**src/rtl/pipeline_hazard_ctrl_if.sv**
```systemverilog
// Hazard-control bundle between the pipeline datapath (master) and the stall/flush sequencer (slave).
// It carries the ID/EX hazard sources, the MUL/DIV and data-memory status, and all stall/flush/counter outputs.
interface pipeline_hazard_ctrl_if #(
  parameter int CNT_W = 32
);
  logic [4:0]       id_rs1_addr;
  logic [4:0]       id_rs2_addr;
  logic             id_uses_rs1;
  logic             id_uses_rs2;
  logic             ex_mem_read;
  logic [4:0]       ex_rd;
  logic             ex_redirect;
  logic             md_start;
  logic             md_done;
  logic             mem_req;
  logic             mem_ready;
  logic             pc_stall;
  logic             ifid_stall;
  logic             idex_stall;
  logic             exmem_stall;
  logic             ifid_flush;
  logic             idex_flush;
  logic             exmem_bubble;
  logic             memwb_bubble;
  logic             md_busy;
  logic [CNT_W-1:0] stall_cycles;
  logic [CNT_W-1:0] flush_count;
  logic             mem_timeout_err;

  modport slave (
    input  id_rs1_addr, id_rs2_addr, id_uses_rs1, id_uses_rs2,
    input  ex_mem_read, ex_rd, ex_redirect, md_start, md_done,
    input  mem_req, mem_ready,
    output pc_stall, ifid_stall, idex_stall, exmem_stall,
    output ifid_flush, idex_flush, exmem_bubble, memwb_bubble,
    output md_busy, stall_cycles, flush_count, mem_timeout_err
  );

  modport master (
    output id_rs1_addr, id_rs2_addr, id_uses_rs1, id_uses_rs2,
    output ex_mem_read, ex_rd, ex_redirect, md_start, md_done,
    output mem_req, mem_ready,
    input  pc_stall, ifid_stall, idex_stall, exmem_stall,
    input  ifid_flush, idex_flush, exmem_bubble, memwb_bubble,
    input  md_busy, stall_cycles, flush_count, mem_timeout_err
  );
endinterface

```
**src/rtl/pipeline_hazard_ctrl.sv**
```systemverilog
// Central stall/flush sequencer for the 5-stage pipeline: load-use, redirects, memory waits, MUL/DIV.
// Also keeps stall/flush performance counters and a sticky memory-wait watchdog flag.
module pipeline_hazard_ctrl #(
  parameter int CNT_W       = 32,
  parameter int MEM_TIMEOUT = 255
) (
  input logic                   clk,
  input logic                   rst,
  pipeline_hazard_ctrl_if.slave hz
);

  typedef enum logic {RUN, MD_BUSY} state_t;

  state_t           r_state;
  state_t           w_state_nxt;
  logic             r_done_pending;
  logic [7:0]       r_wait_cnt;
  logic [CNT_W-1:0] r_stall_cycles;
  logic [CNT_W-1:0] r_flush_count;
  logic             r_mem_timeout_err;

  logic w_mem_wait;
  logic w_load_use;
  logic w_md_fin;
  logic w_md_hold;
  logic w_redirect_fire;
  logic w_pc_stall;
  logic w_ifid_stall;
  logic w_idex_stall;
  logic w_exmem_stall;
  logic w_ifid_flush;
  logic w_idex_flush;
  logic w_exmem_bubble;
  logic w_memwb_bubble;
  logic w_timeout_hit;

  assign w_mem_wait = hz.mem_req & ~hz.mem_ready;
  assign w_load_use = hz.ex_mem_read & (hz.ex_rd != 5'd0) &
                      ((hz.id_uses_rs1 & (hz.ex_rd == hz.id_rs1_addr)) |
                       (hz.id_uses_rs2 & (hz.ex_rd == hz.id_rs2_addr)));
  assign w_md_fin   = hz.md_done | r_done_pending;
  assign w_md_hold  = ((r_state == RUN) & hz.md_start) |
                      ((r_state == MD_BUSY) & ~w_md_fin);

  // Watchdog fires on the wait cycle that brings the consecutive count up to the limit.
  assign w_timeout_hit = w_mem_wait &&
                         (({1'b0, r_wait_cnt} + 9'd1) >= 9'(MEM_TIMEOUT));

  always_comb begin
    w_state_nxt     = r_state;
    w_pc_stall      = 1'b0;
    w_ifid_stall    = 1'b0;
    w_idex_stall    = 1'b0;
    w_exmem_stall   = 1'b0;
    w_ifid_flush    = 1'b0;
    w_idex_flush    = 1'b0;
    w_exmem_bubble  = 1'b0;
    w_memwb_bubble  = 1'b0;
    w_redirect_fire = 1'b0;

    if (rst) begin
      w_ifid_flush = 1'b1;
      w_idex_flush = 1'b1;
    end else if (w_mem_wait) begin
      w_pc_stall     = 1'b1;
      w_ifid_stall   = 1'b1;
      w_idex_stall   = 1'b1;
      w_exmem_stall  = 1'b1;
      w_memwb_bubble = 1'b1;
    end else if (w_md_hold) begin
      w_pc_stall     = 1'b1;
      w_ifid_stall   = 1'b1;
      w_idex_stall   = 1'b1;
      w_exmem_bubble = 1'b1;
    end else if (hz.ex_redirect) begin
      w_ifid_flush    = 1'b1;
      w_idex_flush    = 1'b1;
      w_redirect_fire = 1'b1;
    end else if (w_load_use) begin
      w_pc_stall   = 1'b1;
      w_ifid_stall = 1'b1;
      w_idex_flush = 1'b1;
    end

    // A frozen EX stage re-presents md_start, so launches wait out any memory stall.
    case (r_state)
      RUN:     if (hz.md_start & ~w_mem_wait) w_state_nxt = MD_BUSY;
      MD_BUSY: if (w_md_fin & ~w_mem_wait)    w_state_nxt = RUN;
      default: w_state_nxt = RUN;
    endcase
  end

  always_ff @(posedge clk) begin
    if (rst) begin
      r_state           <= RUN;
      r_done_pending    <= 1'b0;
      r_wait_cnt        <= 8'd0;
      r_stall_cycles    <= '0;
      r_flush_count     <= '0;
      r_mem_timeout_err <= 1'b0;
    end else begin
      r_state <= w_state_nxt;
      if ((r_state == MD_BUSY) && (w_state_nxt == RUN))
        r_done_pending <= 1'b0;
      else if ((r_state == MD_BUSY) && hz.md_done && w_mem_wait)
        r_done_pending <= 1'b1;
      if (w_mem_wait)
        r_wait_cnt <= (r_wait_cnt == 8'hFF) ? 8'hFF : r_wait_cnt + 8'd1;
      else
        r_wait_cnt <= 8'd0;
      if (w_pc_stall)      r_stall_cycles    <= r_stall_cycles + CNT_W'(1);
      if (w_redirect_fire) r_flush_count     <= r_flush_count + CNT_W'(1);
      if (w_timeout_hit)   r_mem_timeout_err <= 1'b1;
    end
  end

  assign hz.pc_stall        = w_pc_stall;
  assign hz.ifid_stall      = w_ifid_stall;
  assign hz.idex_stall      = w_idex_stall;
  assign hz.exmem_stall     = w_exmem_stall;
  assign hz.ifid_flush      = w_ifid_flush;
  assign hz.idex_flush      = w_idex_flush;
  assign hz.exmem_bubble    = w_exmem_bubble;
  assign hz.memwb_bubble    = w_memwb_bubble;
  assign hz.md_busy         = (r_state == MD_BUSY) & ~rst;
  assign hz.stall_cycles    = r_stall_cycles;
  assign hz.flush_count     = r_flush_count;
  assign hz.mem_timeout_err = r_mem_timeout_err;

endmodule
```
**src/flat_wrapper.sv**
```systemverilog
// flat-port wrapper written by rule: the top's interface ports become plain ports
module pipeline_hazard_ctrl_flat 
#(
  parameter int CNT_W       = 32,
  parameter int MEM_TIMEOUT = 255
)
  (clk, rst, hz_id_rs1_addr, hz_id_rs2_addr, hz_id_uses_rs1, hz_id_uses_rs2, hz_ex_mem_read, hz_ex_rd, hz_ex_redirect, hz_md_start, hz_md_done, hz_mem_req, hz_mem_ready, hz_pc_stall, hz_ifid_stall, hz_idex_stall, hz_exmem_stall, hz_ifid_flush, hz_idex_flush, hz_exmem_bubble, hz_memwb_bubble, hz_md_busy, hz_stall_cycles, hz_flush_count, hz_mem_timeout_err);
  pipeline_hazard_ctrl_if #(.CNT_W(CNT_W)) hz_i ();
  input logic clk;
  input logic rst;
  input wire logic [$bits(hz_i.id_rs1_addr)-1:0] hz_id_rs1_addr;
  input wire logic [$bits(hz_i.id_rs2_addr)-1:0] hz_id_rs2_addr;
  input wire logic [$bits(hz_i.id_uses_rs1)-1:0] hz_id_uses_rs1;
  input wire logic [$bits(hz_i.id_uses_rs2)-1:0] hz_id_uses_rs2;
  input wire logic [$bits(hz_i.ex_mem_read)-1:0] hz_ex_mem_read;
  input wire logic [$bits(hz_i.ex_rd)-1:0] hz_ex_rd;
  input wire logic [$bits(hz_i.ex_redirect)-1:0] hz_ex_redirect;
  input wire logic [$bits(hz_i.md_start)-1:0] hz_md_start;
  input wire logic [$bits(hz_i.md_done)-1:0] hz_md_done;
  input wire logic [$bits(hz_i.mem_req)-1:0] hz_mem_req;
  input wire logic [$bits(hz_i.mem_ready)-1:0] hz_mem_ready;
  output wire logic [$bits(hz_i.pc_stall)-1:0] hz_pc_stall;
  output wire logic [$bits(hz_i.ifid_stall)-1:0] hz_ifid_stall;
  output wire logic [$bits(hz_i.idex_stall)-1:0] hz_idex_stall;
  output wire logic [$bits(hz_i.exmem_stall)-1:0] hz_exmem_stall;
  output wire logic [$bits(hz_i.ifid_flush)-1:0] hz_ifid_flush;
  output wire logic [$bits(hz_i.idex_flush)-1:0] hz_idex_flush;
  output wire logic [$bits(hz_i.exmem_bubble)-1:0] hz_exmem_bubble;
  output wire logic [$bits(hz_i.memwb_bubble)-1:0] hz_memwb_bubble;
  output wire logic [$bits(hz_i.md_busy)-1:0] hz_md_busy;
  output wire logic [$bits(hz_i.stall_cycles)-1:0] hz_stall_cycles;
  output wire logic [$bits(hz_i.flush_count)-1:0] hz_flush_count;
  output wire logic [$bits(hz_i.mem_timeout_err)-1:0] hz_mem_timeout_err;
  assign hz_i.id_rs1_addr = hz_id_rs1_addr;
  assign hz_i.id_rs2_addr = hz_id_rs2_addr;
  assign hz_i.id_uses_rs1 = hz_id_uses_rs1;
  assign hz_i.id_uses_rs2 = hz_id_uses_rs2;
  assign hz_i.ex_mem_read = hz_ex_mem_read;
  assign hz_i.ex_rd = hz_ex_rd;
  assign hz_i.ex_redirect = hz_ex_redirect;
  assign hz_i.md_start = hz_md_start;
  assign hz_i.md_done = hz_md_done;
  assign hz_i.mem_req = hz_mem_req;
  assign hz_i.mem_ready = hz_mem_ready;
  assign hz_pc_stall = hz_i.pc_stall;
  assign hz_ifid_stall = hz_i.ifid_stall;
  assign hz_idex_stall = hz_i.idex_stall;
  assign hz_exmem_stall = hz_i.exmem_stall;
  assign hz_ifid_flush = hz_i.ifid_flush;
  assign hz_idex_flush = hz_i.idex_flush;
  assign hz_exmem_bubble = hz_i.exmem_bubble;
  assign hz_memwb_bubble = hz_i.memwb_bubble;
  assign hz_md_busy = hz_i.md_busy;
  assign hz_stall_cycles = hz_i.stall_cycles;
  assign hz_flush_count = hz_i.flush_count;
  assign hz_mem_timeout_err = hz_i.mem_timeout_err;
  pipeline_hazard_ctrl #(.CNT_W(CNT_W), .MEM_TIMEOUT(MEM_TIMEOUT)) u_core (.clk(clk), .rst(rst), .hz(hz_i));
endmodule
```
**config.mk**
```make
export PLATFORM = sky130hd
export DESIGN_NAME = pipeline_hazard_ctrl_flat
export DESIGN_NICKNAME = d
export VERILOG_FILES = /design/src/rtl/pipeline_hazard_ctrl_if.sv /design/src/rtl/pipeline_hazard_ctrl.sv /design/src/flat_wrapper.sv
export SDC_FILE = /design/constraint.sdc
export NUM_CORES = 1
export LEC_CHECK = 0
export ABC_AREA = 1
export ABC_CLOCK_PERIOD_IN_PS = 3670
export BUFFER_PORTS_ARGS = -buffer_cell sky130_fd_sc_hd__buf_2
export CAP_MARGIN = 5
export CELL_PAD_IN_SITES_DETAIL_PLACEMENT = 1
export CELL_PAD_IN_SITES_GLOBAL_PLACEMENT = 1
export CORE_MARGIN = 2
export CORE_UTILIZATION = 41
export DETAILED_ROUTE_END_ITERATION = 10
export PLACE_DENSITY = 0.93
export SLEW_MARGIN = 30
export SYNTH_ARGS = -nofsm -noshare
export SYNTH_HDL_FRONTEND = slang
export SYNTH_SLANG_ARGS = --single-unit
```
**constraint.sdc**
```tcl
create_clock -name clk -period 3.67 [get_ports clk]
set_clock_uncertainty 0.15 [all_clocks]
set_input_delay 0 -clock clk [delete_from_list [all_inputs] [get_ports clk]]
set_output_delay 0 -clock clk [all_outputs]
set_load 0.03 [all_outputs]
```
==> flow_metrics.env <==
export IMPL_yosysTopAreaCell="dfxtp_1"
export IMPL_fin_area_um2=5752
export IMPL_synth_seq_cells=75
export IMPL_cap_violations=0
export IMPL_antenna_found_initial=0
export IMPL_row_count=39
export IMPL_dpl_hpwl_um=11530
export IMPL_grt_pass1_wl_um=27030
export IMPL_drcViolationCount=0
export IMPL_cellPowerDensity_nw_per_um2=347.0
export IMPL_grt_max_degree=59
export IMPL_worstSetupEndpointType="output pin"
export IMPL_vias=5424
export IMPL_num_io_pins=99
export IMPL_ir_drop_uv=226.3
export IMPL_nets=903
export IMPL_cts_buffers=9
export IMPL_critical_path_max_fanout=33
export IMPL_drv_slew=0
export IMPL_worstPathRequired_ps=3520
export IMPL_hold_ws_ps=32.21
export IMPL_clk_latency_ps=350
export IMPL_hold_violations=0
export IMPL_avgSynthCellArea_um2=6.160
export IMPL_yosysSeqAreaShare_pct=31.29
export IMPL_vias_per_cell=5.307
export IMPL_ys_warnings_count=0
export IMPL_period_share_pct=70.63
export IMPL_die_x_um=112.2
export IMPL_core_um2=11420
export IMPL_synthArstFlopShare_pct=0
export IMPL_ctsLongestPathBuffers=2
export IMPL_drive_above_1_share_pct=17.29
export IMPL_cts_sinks=75
export IMPL_maxSlewHeadroom_pct=53.06
export IMPL_tritoncts="done"
export IMPL_syn_nets=808
export IMPL_max_freq_mhz=385.8
export IMPL_fin_tns_setup_ps=0
export IMPL_die_area_um2=12580
export IMPL_post_drt_wl_per_cell_um=15.79
export IMPL_yosysUniqueCellTypes=32
export IMPL_ant_nets=0
export IMPL_antenna_cells=0
export IMPL_hp_class="in2reg"
export IMPL_overflow=0
export IMPL_grt_usage_pct=26.30
export IMPL_place_area_um2=5373
export IMPL_yosys_area_top_type_share_pct=31.29
export IMPL_status="finished, final reports clean"
export IMPL_p_leak_nw=2.415
export IMPL_initial_core_util_pct=42.02
export IMPL_tightest_slew_ps=704.1
export IMPL_htree_levels=3
export IMPL_rsz0062_at_grt="no"
export IMPL_grt_pass1_vias=5576
export IMPL_ys_top_cells_by_area="dfxtp_1 31%, nand2_1 22%, nor2_1 8.4%"
export IMPL_synth_most_common_cell="nand2_1"
export IMPL_synth_edff_count=0
export IMPL_clkSlewWorstSetupHoldPaths_ps=50
export IMPL_min_period_ps=2592
export IMPL_syn_cell_area_um2=4798
export IMPL_arrival_ps=2440
export IMPL_drtIter0Drc=282
export IMPL_cts_root_buffer="clkbuf_16"
export IMPL_wl_um=16130
export IMPL_area_growth_pct=19.87
export IMPL_start_kind="flop"
export IMPL_synth_flop_cell="dfxtp_1"
export IMPL_port_buffers=98
export IMPL_synth_common_cells="286 x nand2_1, 107 x nor2_1, 75 x dfxtp_1"
export IMPL_drt_pass1_iterations=4
export IMPL_syn_inst=779
export IMPL_crit_type="reg2out"
export IMPL_die_y_um=112.2
export IMPL_gp_congestion=0.8985
export IMPL_cts_resized=0
export IMPL_setup_viol=0
final timing paths:
path / start / endpoint / slack [ps] / depth (start not counted)
setup / recovery: u_core.r_done_pending / hz_pc_stall / 1080 / 9
hold / removal: hz_mem_ready / u_core.hz.mem_timeout_err / 30 / 6
setup reg to reg: u_core.r_done_pending / u_core.hz.stall_cycles[28] / 1300 / 10
hold reg to reg: u_core.hz.mem_timeout_err / u_core.hz.mem_timeout_err / 310 / 2
flip-flops by register name (all words and copies together), names as in the netlist:
register	flops
u_core.hz.stall_cycles	32
u_core.hz.flush_count	32
u_core.r_done_pending	1
u_core.r_wait_cnt	8
u_core.hz.mem_timeout_err	1
u_core.r_state	1
layout make-up:
| cell class | instances | area (µm²) |
|---|---|---|
| tap | 143 | 178.9 |
| timing repair buffer | 107 | 570.5 |
| multi-input combinational | 621 | 2947 |
| clock buffer | 12 | 256.5 |
| fill | 1612 | 5667 |
| sequential | 75 | 1501 |
| inverter | 60 | 225.2 |
| clock inverter | 4 | 72.57 |
cells in the final DEF (no fill, tap or decap), drive strengths merged:
cell,instances
nand2,293
nor2,123
buf,102
dfxtp,75
a21oi,66
inv,60
nand3,45
xor2,24
nand3b,19
nor3,18
clkbuf,12
o21ai,8
xnor2,7
nand4,5
dlygate4sd3,5
ha,4
nor3b,3
o31ai,2
a31oi,2
bufinv,2
o21bai,1
nor4,1
clkinvlp,1
clkinv,1
stage by stage:
step	setup slack [ps]	utilization, %	instances	total power [mW]
after floorplan	1754	-	779	0.9605
after global placement	1405	47.05	1001	1.007
after detailed placement	1341	47.05	1001	1.011
after CTS	1084	50.37	1022	2.004
after global routing	903.1	50.37	1022	2.057
final	1078	50.37	1022	1.996
cells by family after synthesis:
family / share of synthesized area, %
AO/OA/AOI/OAI: 8.527
XOR/XNOR: 5.658
adder cells (fa/ha/maj): 1.043
buffers and inverters: 7.301
flip-flops: 31.29
AND/OR/NAND/NOR: 46.18
report_power, final:
group	switching [mW]	internal [mW]
combinational	0.123	0.0458
clock	0.365	0.632
sequential	0.00993	0.820
layer usage:
| metal | global-route usage (%) | wire length (µm) | vias up |
|---|---|---|---|
| met4 | 10.89 | 435 | 0 |
| met3 | 4.050 | 718 | 34 |
| met5 | 0 | 0 | - |
| met1 | 31.94 | 7001 | 2597 |
| met2 | 46.39 | 7979 | 129 |
| li1 | - | - | 2664 |
what timing repair did:
| action | in CTS | in global routing |
|---|---|---|
| hold endpoints to repair | 4 | 0 |
| hold buffers | 5 | 0 |
| buffers inserted | 0 | 0 |
critical path, cell delays in order, from the launching register on:
cell and delay [ps]:
dfxtp_1 310, nor2_1 130, nand2_1 80, o21ai_2 110
nor2_4 60, nand2_2 70, buf_4 330, nand2_1 470
inv_1 290, buf_2 240
(Power assumes the default switching activity.)
